--- src/rtl/ser_frame_pkg.sv ---
// Shared definitions for the serial frame scheduler.
// SER_FRAME_PARITY_EN adds the PAR state to the state encoding.
package ser_frame_pkg;

  localparam int         PORT_W           = 2;
  localparam int         LEN_W_DEFAULT    = 8;
  localparam logic [3:0] PREAMBLE_DEFAULT = 4'b0110;

  typedef enum logic [2:0] {
    S_IDLE = 3'd0,
    S_PRE  = 3'd1,
    S_PORT = 3'd2,
    S_LEN  = 3'd3,
    S_DATA = 3'd4,
`ifdef SER_FRAME_PARITY_EN
    S_PAR  = 3'd5,
`endif
    S_GAP  = 3'd6
  } state_t;

endpackage

--- src/rtl/rr_arb4.sv ---
// Four-way round-robin selector: the search begins one past the last owner.
module rr_arb4 (
  input  logic [3:0] i_req,
  input  logic [1:0] i_lastIdx,
  output logic [3:0] o_grant,
  output logic [1:0] o_idx,
  output logic       o_valid
);

  logic [1:0] w_cand;

  // Walk candidates from farthest to nearest so the nearest requester wins.
  always_comb begin
    o_grant = '0;
    o_idx   = '0;
    o_valid = 1'b0;
    w_cand  = '0;
    for (int k = 4; k >= 1; k--) begin
      w_cand = i_lastIdx + 2'(k);
      if (i_req[w_cand]) begin
        o_valid = 1'b1;
        o_idx   = w_cand;
        o_grant = 4'b0001 << w_cand;
      end
    end
  end

endmodule

--- src/rtl/ser_frame_sched.sv ---
// Serial frame scheduler: arbitrates four requesters and sends
// preamble, port index, length and payload on a single serial line.
// Define SER_FRAME_PARITY_EN to append an even parity bit to each frame.
import ser_frame_pkg::*;

module ser_frame_sched #(
  parameter int         LEN_W    = LEN_W_DEFAULT,
  parameter logic [3:0] PREAMBLE = PREAMBLE_DEFAULT
) (
  input  logic               clk,
  input  logic               rst,
  input  logic [3:0]         req,
  input  logic [4*LEN_W-1:0] req_len,
  input  logic [3:0]         data_in,
  output logic [3:0]         grant,
  output logic               data_take,
  output logic               ser_out,
  output logic               ser_valid,
  output logic               busy,
  output logic               done
);

  localparam int HDR_W = 4 + PORT_W + LEN_W;
  localparam int CNT_W = $clog2(LEN_W + 4) + 1;

  state_t             r_state;
  state_t             w_nextState;
  logic [3:0]         r_grant;
  logic [1:0]         r_idx;
  logic [1:0]         r_lastIdx;
  logic [LEN_W-1:0]   r_len;
  logic [LEN_W-1:0]   r_dataCnt;
  logic [HDR_W-1:0]   r_shift;
  logic [CNT_W-1:0]   r_fieldCnt;
  logic               w_fieldLast;
  logic [3:0]         w_arbGrant;
  logic [1:0]         w_arbIdx;
  logic               w_arbValid;
  logic [LEN_W-1:0]   w_winLen;
`ifdef SER_FRAME_PARITY_EN
  logic               r_parity;
`endif

  // r_lastIdx resets to 3 so the first search after reset begins at requester 0.
  rr_arb4 u_arb (
    .i_req     (req),
    .i_lastIdx (r_lastIdx),
    .o_grant   (w_arbGrant),
    .o_idx     (w_arbIdx),
    .o_valid   (w_arbValid)
  );

  assign w_winLen    = req_len[w_arbIdx*LEN_W +: LEN_W];
  assign w_fieldLast = (r_fieldCnt == '0);
  assign grant       = r_grant;

  // State register; reset drops straight to IDLE, truncating any frame.
  always_ff @(posedge clk or negedge rst) begin
    if (!rst) r_state <= S_IDLE;
    else      r_state <= w_nextState;
  end

  // Next state and serial outputs, decoded from the current state.
  always_comb begin
    w_nextState = r_state;
    ser_valid   = 1'b0;
    ser_out     = 1'b0;
    data_take   = 1'b0;
    done        = 1'b0;
    busy        = (r_state != S_IDLE);
    case (r_state)
      S_IDLE: begin
        if (w_arbValid) w_nextState = S_PRE;
      end
      S_PRE: begin
        ser_valid = 1'b1;
        ser_out   = r_shift[HDR_W-1];
        if (w_fieldLast) w_nextState = S_PORT;
      end
      S_PORT: begin
        ser_valid = 1'b1;
        ser_out   = r_shift[HDR_W-1];
        if (w_fieldLast) w_nextState = S_LEN;
      end
      S_LEN: begin
        ser_valid = 1'b1;
        ser_out   = r_shift[HDR_W-1];
        if (w_fieldLast) begin
          if (r_len != '0) begin
            w_nextState = S_DATA;
          end else begin
`ifdef SER_FRAME_PARITY_EN
            w_nextState = S_PAR;
`else
            w_nextState = S_GAP;
            done        = 1'b1;
`endif
          end
        end
      end
      S_DATA: begin
        ser_valid = 1'b1;
        ser_out   = data_in[r_idx];
        data_take = 1'b1;
        if (r_dataCnt == LEN_W'(1)) begin
`ifdef SER_FRAME_PARITY_EN
          w_nextState = S_PAR;
`else
          w_nextState = S_GAP;
          done        = 1'b1;
`endif
        end
      end
`ifdef SER_FRAME_PARITY_EN
      S_PAR: begin
        ser_valid   = 1'b1;
        ser_out     = r_parity;
        done        = 1'b1;
        w_nextState = S_GAP;
      end
`endif
      S_GAP: begin
        w_nextState = S_IDLE;
      end
      default: begin
        w_nextState = S_IDLE;
      end
    endcase
  end

  // Grant latch, header shifter, field counter and payload down-counter.
  always_ff @(posedge clk or negedge rst) begin
    if (!rst) begin
      r_grant    <= '0;
      r_idx      <= '0;
      r_lastIdx  <= 2'd3;
      r_len      <= '0;
      r_dataCnt  <= '0;
      r_shift    <= '0;
      r_fieldCnt <= '0;
`ifdef SER_FRAME_PARITY_EN
      r_parity   <= 1'b0;
`endif
    end else begin
      case (r_state)
        S_IDLE: begin
          if (w_arbValid) begin
            r_grant    <= w_arbGrant;
            r_idx      <= w_arbIdx;
            r_lastIdx  <= w_arbIdx;
            r_len      <= w_winLen;
            r_shift    <= {PREAMBLE, w_arbIdx, w_winLen};
            r_fieldCnt <= CNT_W'(3);
`ifdef SER_FRAME_PARITY_EN
            r_parity   <= 1'b0;
`endif
          end
        end
        S_PRE: begin
          r_shift    <= r_shift << 1;
          r_fieldCnt <= w_fieldLast ? CNT_W'(PORT_W - 1) : r_fieldCnt - CNT_W'(1);
        end
        S_PORT: begin
          r_shift    <= r_shift << 1;
          r_fieldCnt <= w_fieldLast ? CNT_W'(LEN_W - 1) : r_fieldCnt - CNT_W'(1);
`ifdef SER_FRAME_PARITY_EN
          r_parity   <= r_parity ^ r_shift[HDR_W-1];
`endif
        end
        S_LEN: begin
          r_shift    <= r_shift << 1;
          r_fieldCnt <= r_fieldCnt - CNT_W'(1);
          r_dataCnt  <= r_len;
`ifdef SER_FRAME_PARITY_EN
          r_parity   <= r_parity ^ r_shift[HDR_W-1];
`endif
        end
        S_DATA: begin
          r_dataCnt <= r_dataCnt - LEN_W'(1);
`ifdef SER_FRAME_PARITY_EN
          r_parity  <= r_parity ^ data_in[r_idx];
`endif
        end
        S_GAP: begin
          r_grant <= '0;
        end
        default: begin
        end
      endcase
    end
  end

endmodule

--- config.mk ---
export PLATFORM = sky130hd
export DESIGN_NAME = ser_frame_sched
export DESIGN_NICKNAME = d
export VERILOG_FILES = /design/src/rtl/ser_frame_pkg.sv /design/src/rtl/rr_arb4.sv /design/src/rtl/ser_frame_sched.sv
export SDC_FILE = /design/constraint.sdc
export NUM_CORES = 1
export LEC_CHECK = 0
export CAP_MARGIN = 20
export CORE_MARGIN = 4
export CORE_UTILIZATION = 50
export CTS_CLUSTER_DIAMETER = 60
export DETAILED_ROUTE_END_ITERATION = 12
export GPL_TIMING_DRIVEN = 0
export MAX_ROUTING_LAYER = met4
export PLACE_DENSITY = 0.76
export SLEW_MARGIN = 20
export SYNTH_ARGS = -nofsm -noshare
export SYNTH_HDL_FRONTEND = slang
export SYNTH_HIERARCHICAL = 1
export SYNTH_SLANG_ARGS = --single-unit
--- constraint.sdc ---
create_clock -name clk -period 9.4 [get_ports clk]
set_input_delay 2.35 -clock clk [delete_from_list [all_inputs] [get_ports clk]]
set_output_delay 2.35 -clock clk [all_outputs]
set_load 0.1 [all_outputs]
==> flow_results.xml, run 1 <==
<?xml version="1.0" encoding="UTF-8"?>
<metrics>
  <group name="timing">
    <metric name="finClkSkew" unit="ps">15.4</metric>
    <metric name="final_period_minus_worst_setup_slack" unit="ps">6800</metric>
    <metric name="rsz_0062_raised_after_global_routing" unit="">false</metric>
    <metric name="timing_worst_slew_pin_value" unit="ps">976</metric>
    <metric name="fmaxAchievable" unit="MHz">147</metric>
    <metric name="timing.final.hold_violations" unit="">0</metric>
    <metric name="finalWorstSetupSlack" unit="ps">2600</metric>
    <metric name="timing_max_transition_violations_final" unit="">0</metric>
    <metric name="setup_violations" unit="">0</metric>
    <metric name="totalNegativeSetupSlack" unit="ps">0</metric>
    <metric name="timing.slew.headroom" unit="">0.347</metric>
    <metric name="fin_crit_sh" unit="">0.724</metric>
    <metric name="timing.hold.ws" unit="ps">487</metric>
  </group>
  <group name="clock_tree">
    <metric name="cts.repair_timing.setup_buffer_count" unit="">0</metric>
    <metric name="ctsHtreeMaxLevel" unit="">2</metric>
    <metric name="worst_skew_pair.late_latency" unit="ps">310</metric>
    <metric name="cts_inserted_buffers" unit="">5</metric>
    <metric name="clockBufferDepth" unit="">2</metric>
    <metric name="cts.sinks" unit="">46</metric>
    <metric name="cts_tree" unit="">built</metric>
    <metric name="clkTransAtPathRegs" unit="ps">90</metric>
    <metric name="clock_tree.root_cell" unit="">clkbuf_8</metric>
    <metric name="holdBufCountCts" unit="">0</metric>
    <metric name="cts_repair_resize_count" unit="">0</metric>
  </group>
  <group name="final_layout">
    <metric name="n_antenna_cell" unit="">0</metric>
    <metric name="drive_above_1_share" unit="">0.121</metric>
    <metric name="multi_input_area" unit="mm²">0.00160</metric>
    <metric name="fill_cells" unit="">474</metric>
    <metric name="layout.cell_area.non_filler" unit="mm²">0.00360</metric>
    <metric name="net_total_in_the_final_layout" unit="">423</metric>
    <metric name="area.sequential" unit="mm²">0.00115</metric>
    <metric name="area.growth.synth_to_final" unit="%">24.0</metric>
  </group>
  <group name="yosys">
    <metric name="synth.yosys.seq_area_share" unit="">0.398</metric>
    <metric name="largest_family_of_logic_cells_by_synthesized_area" unit="">simple AND/OR/NAND/NOR gates</metric>
    <metric name="share_of_the_synthesized_area_in_the_top_cell_type" unit="">0.380</metric>
    <metric name="synthDominantAreaCellType" unit="">dfrtp_1</metric>
    <metric name="synth_top_cells_by_area" unit="">dfrtp_1, nand2_1, mux4_2</metric>
    <metric name="synth_flop_cell" unit="">dfrtp_1</metric>
    <metric name="post_synth_instance_area" unit="mm²">0.00290</metric>
    <metric name="synthAdderAreaFrac" unit="">0.0388</metric>
    <metric name="post_synth_xor_area_fraction" unit="">0.00302</metric>
    <metric name="ys_types" unit="">58</metric>
    <metric name="simple_gate_area_share_of_the_yosys_netlist" unit="">0.206</metric>
    <metric name="synth_compound_area_frac" unit="">0.190</metric>
    <metric name="syn_nets" unit="">367</metric>
    <metric name="yosysWarnings" unit="">6</metric>
    <metric name="ys_ff_latch" unit="">46</metric>
    <metric name="syn_avg_cell_area" unit="µm²">9.18</metric>
    <metric name="async_reset_ff_frac" unit="">1.00</metric>
    <metric name="synth_enable_flop_cells" unit="">0</metric>
    <metric name="synthesis.instances" unit="">316</metric>
    <metric name="muxShareOfSynthArea" unit="">0.113</metric>
  </group>
  <group name="global_route">
    <metric name="first_global_vias" unit="">2347</metric>
    <metric name="grt_start_max_net_pins" unit="">34</metric>
    <metric name="grt_first_pass_wirelength" unit="µm">11000</metric>
    <metric name="grt.overflow.total" unit="">0</metric>
    <metric name="use_met3" unit="">0.0343</metric>
    <metric name="globalRouteMet1Util" unit="">0.276</metric>
    <metric name="busiest_metal_layer_after_global_routing" unit="">met2</metric>
    <metric name="grt_usage" unit="">0.195</metric>
    <metric name="grt_antenna_before_repair" unit="">0</metric>
    <metric name="grtUsageMet2" unit="">0.291</metric>
  </group>
  <group name="drt">
    <metric name="drt-wirelength-per-cell" unit="µm">14.7</metric>
    <metric name="remaining_drc_errors" unit="">0</metric>
    <metric name="routed_wl" unit="µm">6560</metric>
    <metric name="drt_iter0_drc" unit="">158</metric>
    <metric name="drt_first_pass_iters" unit="">5</metric>
    <metric name="viasPerCell" unit="">5.82</metric>
    <metric name="detail-route-antenna-nets" unit="">0</metric>
    <metric name="route.vias.total" unit="">2591</metric>
  </group>
  <group name="placed_design">
    <metric name="gp_routability_congestion" unit="">0.862</metric>
    <metric name="placedInstanceArea" unit="mm²">0.00349</metric>
    <metric name="dpl_worst_slack" unit="ps">2590</metric>
    <metric name="numPortBuffers" unit="">48</metric>
    <metric name="hpwlAfterDp" unit="µm">5000</metric>
  </group>
  <group name="run_status">
    <metric name="status" unit="">finished, final reports clean</metric>
  </group>
  <group name="die">
    <metric name="design.core.area" unit="mm²">0.00557</metric>
    <metric name="chipHeight" unit="µm">84.2</metric>
    <metric name="floorplan.io_pins" unit="">51</metric>
    <metric name="rows" unit="">27</metric>
    <metric name="start_util" unit="">0.520</metric>
    <metric name="design.die.area" unit="mm²">0.00708</metric>
    <metric name="floorplan.die.width" unit="µm">84.2</metric>
  </group>
  <group name="setup_path">
    <metric name="setup.worst_path.class" unit="">primary input to output port</metric>
    <metric name="critical-path-slowest-cell" unit="">clkdlybuf4s50_1</metric>
    <metric name="critPathArrivalTime" unit="ps">4450</metric>
    <metric name="critPathTopFamily" unit="">buffers and inverters</metric>
    <metric name="path_max_fanout" unit="">1</metric>
    <metric name="worst_setup_start_kind" unit="">primary input</metric>
    <metric name="critPathBufInv" unit="">2</metric>
    <metric name="worst_path_largest_cell_delay" unit="ps">970</metric>
    <metric name="crit_top_cell" unit="">clkdlybuf4s50_1</metric>
    <metric name="worst-endpoint-required" unit="ps">7050</metric>
    <metric name="worstPathCellList" unit="">clkdlybuf4s50_1, mux4_2, a22o_1, clkdlybuf4s50_1</metric>
    <metric name="cp-end-kind" unit="">output port</metric>
  </group>
  <group name="worst_hold_path">
    <metric name="min-delay-path-class" unit="">register to register</metric>
  </group>
  <group name="power_and_ir_drop">
    <metric name="power.leakage" unit="nW">1.57</metric>
    <metric name="vdd_drop_max" unit="µV">162</metric>
    <metric name="p_per_area" unit="mW/mm²">341</metric>
  </group>
  <group name="run">
    <metric name="maxCapViolations" unit="">0</metric>
  </group>
</metrics>
worst register-to-register path: cells and delay by family (launching register included):
family | cells | cell delay [ps]
and+or+nand+nor | 1 | 120
adders and majority gates | 1 | 380
DFF | 1 | 630
muxes | 2 | 970
AOI/OAI and AO/OA | 4 | 630
buffers and inverters | 3 | 930
registers in the layout (all words and copies together) (netlist names):
| name | cells |
|---|---|
| grant | 4 |
| r_state | 3 |
| r_len | 8 |
| r_dataCnt | 8 |
| r_idx | 2 |
| r_shift | 14 |
| r_lastIdx | 2 |
| r_fieldCnt | 5 |
cell usage after synthesis (2+ instances only):
library cell and n:
nor3b_1 3, a221oi_1 3, a22oi_1 12, nand2_1 71, nand3b_1 3, a31oi_1 6, nor4_1 4, buf_6 2
o21bai_1 2, nand3_1 3, and3_1 3, buf_4 3, dfstp_2 2, ha_1 9, nand2b_1 2, a21oi_1 12
mux2i_1 7, clkbuf_1 9, a211oi_1 2, or3b_1 3, o31a_1 2, inv_1 10, or3_1 2, nor2_1 18
buf_2 4, mux2_2 5, mux4_2 9, dfrtp_1 44, o21ai_0 28, or4_1 3, nor2b_1 2, a211oi_2 2
power breakdown:
group          switching (mW)  internal [mW]
clock                  0.0684         0.0794
combinational           0.414          0.297
sequential             0.0764          0.290
total                   0.559          0.666
area by class of cell:
type,instances,area share
Multi-Input combinational cell,239,0.444
Timing Repair Buffer,49,0.138
Tap cell,72,0.0251
Sequential cell,46,0.321
Clock inverter,2,0.0104
Inverter,11,0.0115
Buffer,20,0.0299
Clock buffer,6,0.0202
path summary, 6_finish.rpt:
path | startpoint | to | slack [ps] | cells past startpoint
setup / recovery | data_in[3] | ser_out | 2600 | 4
hold / removal | r_shift[12] | r_shift[13] | 490 | 2
setup reg to reg | r_lastIdx[0] | r_shift[0] | 5630 | 11
hold reg to reg | r_shift[12] | r_shift[13] | 490 | 2
max in group asynchronous | rst | r_lastIdx[1] | 6900 | 2
min in group asynchronous | rst | r_state[2] | 1930 | 1
stage by stage:
stage | util | instances | power (mW)
global placement | 0.623 | 436 | 1.06
floorplan | - | 316 | 0.914
finish | 0.645 | 445 | 1.22
global route | 0.645 | 445 | 1.32
detailed placement | 0.625 | 437 | 1.08
CTS | 0.645 | 445 | 1.23
layout by cell type (no fill, tap or decap), drive strengths merged, types with 3 or more instances in the layout:
cell | Yosys | final
nand3b | 3 | 3
mux4 | 9 | 9
a221oi | 3 | 3
a21oi | 12 | 12
or4 | 4 | 4
nand3 | 4 | 4
buf | 10 | 12
nor3b | 3 | 3
inv | 10 | 10
a211oi | 4 | 4
and3 | 3 | 3
mux2i | 7 | 7
a22oi | 12 | 12
nor4 | 4 | 4
clkbuf | 10 | 16
a31oi | 6 | 6
clkdlybuf4s50 | 0 | 47
dfrtp | 44 | 44
o21ai | 28 | 28
or3b | 3 | 3
nand2 | 71 | 71
mux2 | 5 | 5
nor2 | 18 | 18
ha | 9 | 9
metal layers:
| layer | vias to the layer above | share of wire |
|---|---|---|
| met4 | 0 | 0.0091 |
| met1 | 1243 | 0.47 |
| met3 | 5 | 0.062 |
| li1 | 1256 | - |
| met2 | 87 | 0.46 |
| met5 | - | 0 |
cell families (layout without fill, tap and decap cells):
| family | count (synthesis) | count (layout) |
|---|---|---|
| AO/OA/AOI/OAI | 83 | 83 |
| XOR/XNOR | 1 | 1 |
| adder cells (fa/ha/maj) | 9 | 9 |
| buffers and inverters | 31 | 88 |
| flip-flops | 46 | 46 |
| multiplexers | 21 | 21 |
| AND/OR/NAND/NOR | 125 | 125 |
No activity file was read; power rests on OpenSTA's default activity.
==> run 2: changes to the inputs <==
clock period = 6.88 ns   (was 9.4 ns; I/O delays follow)
==> results of run 2 <==
Same layout as run 1 (identical final DEF). Status: finished, final reports clean.
Main changes from that run: setup slack after placement 2590 ps -> 1330 ps; setup slack after layout 2600 ps -> 1340 ps; register-to-register setup slack 5630 ps -> 3110 ps; total power 1.22 mW -> 1.67 mW; worst IR drop on VDD 162 µV -> 221 µV
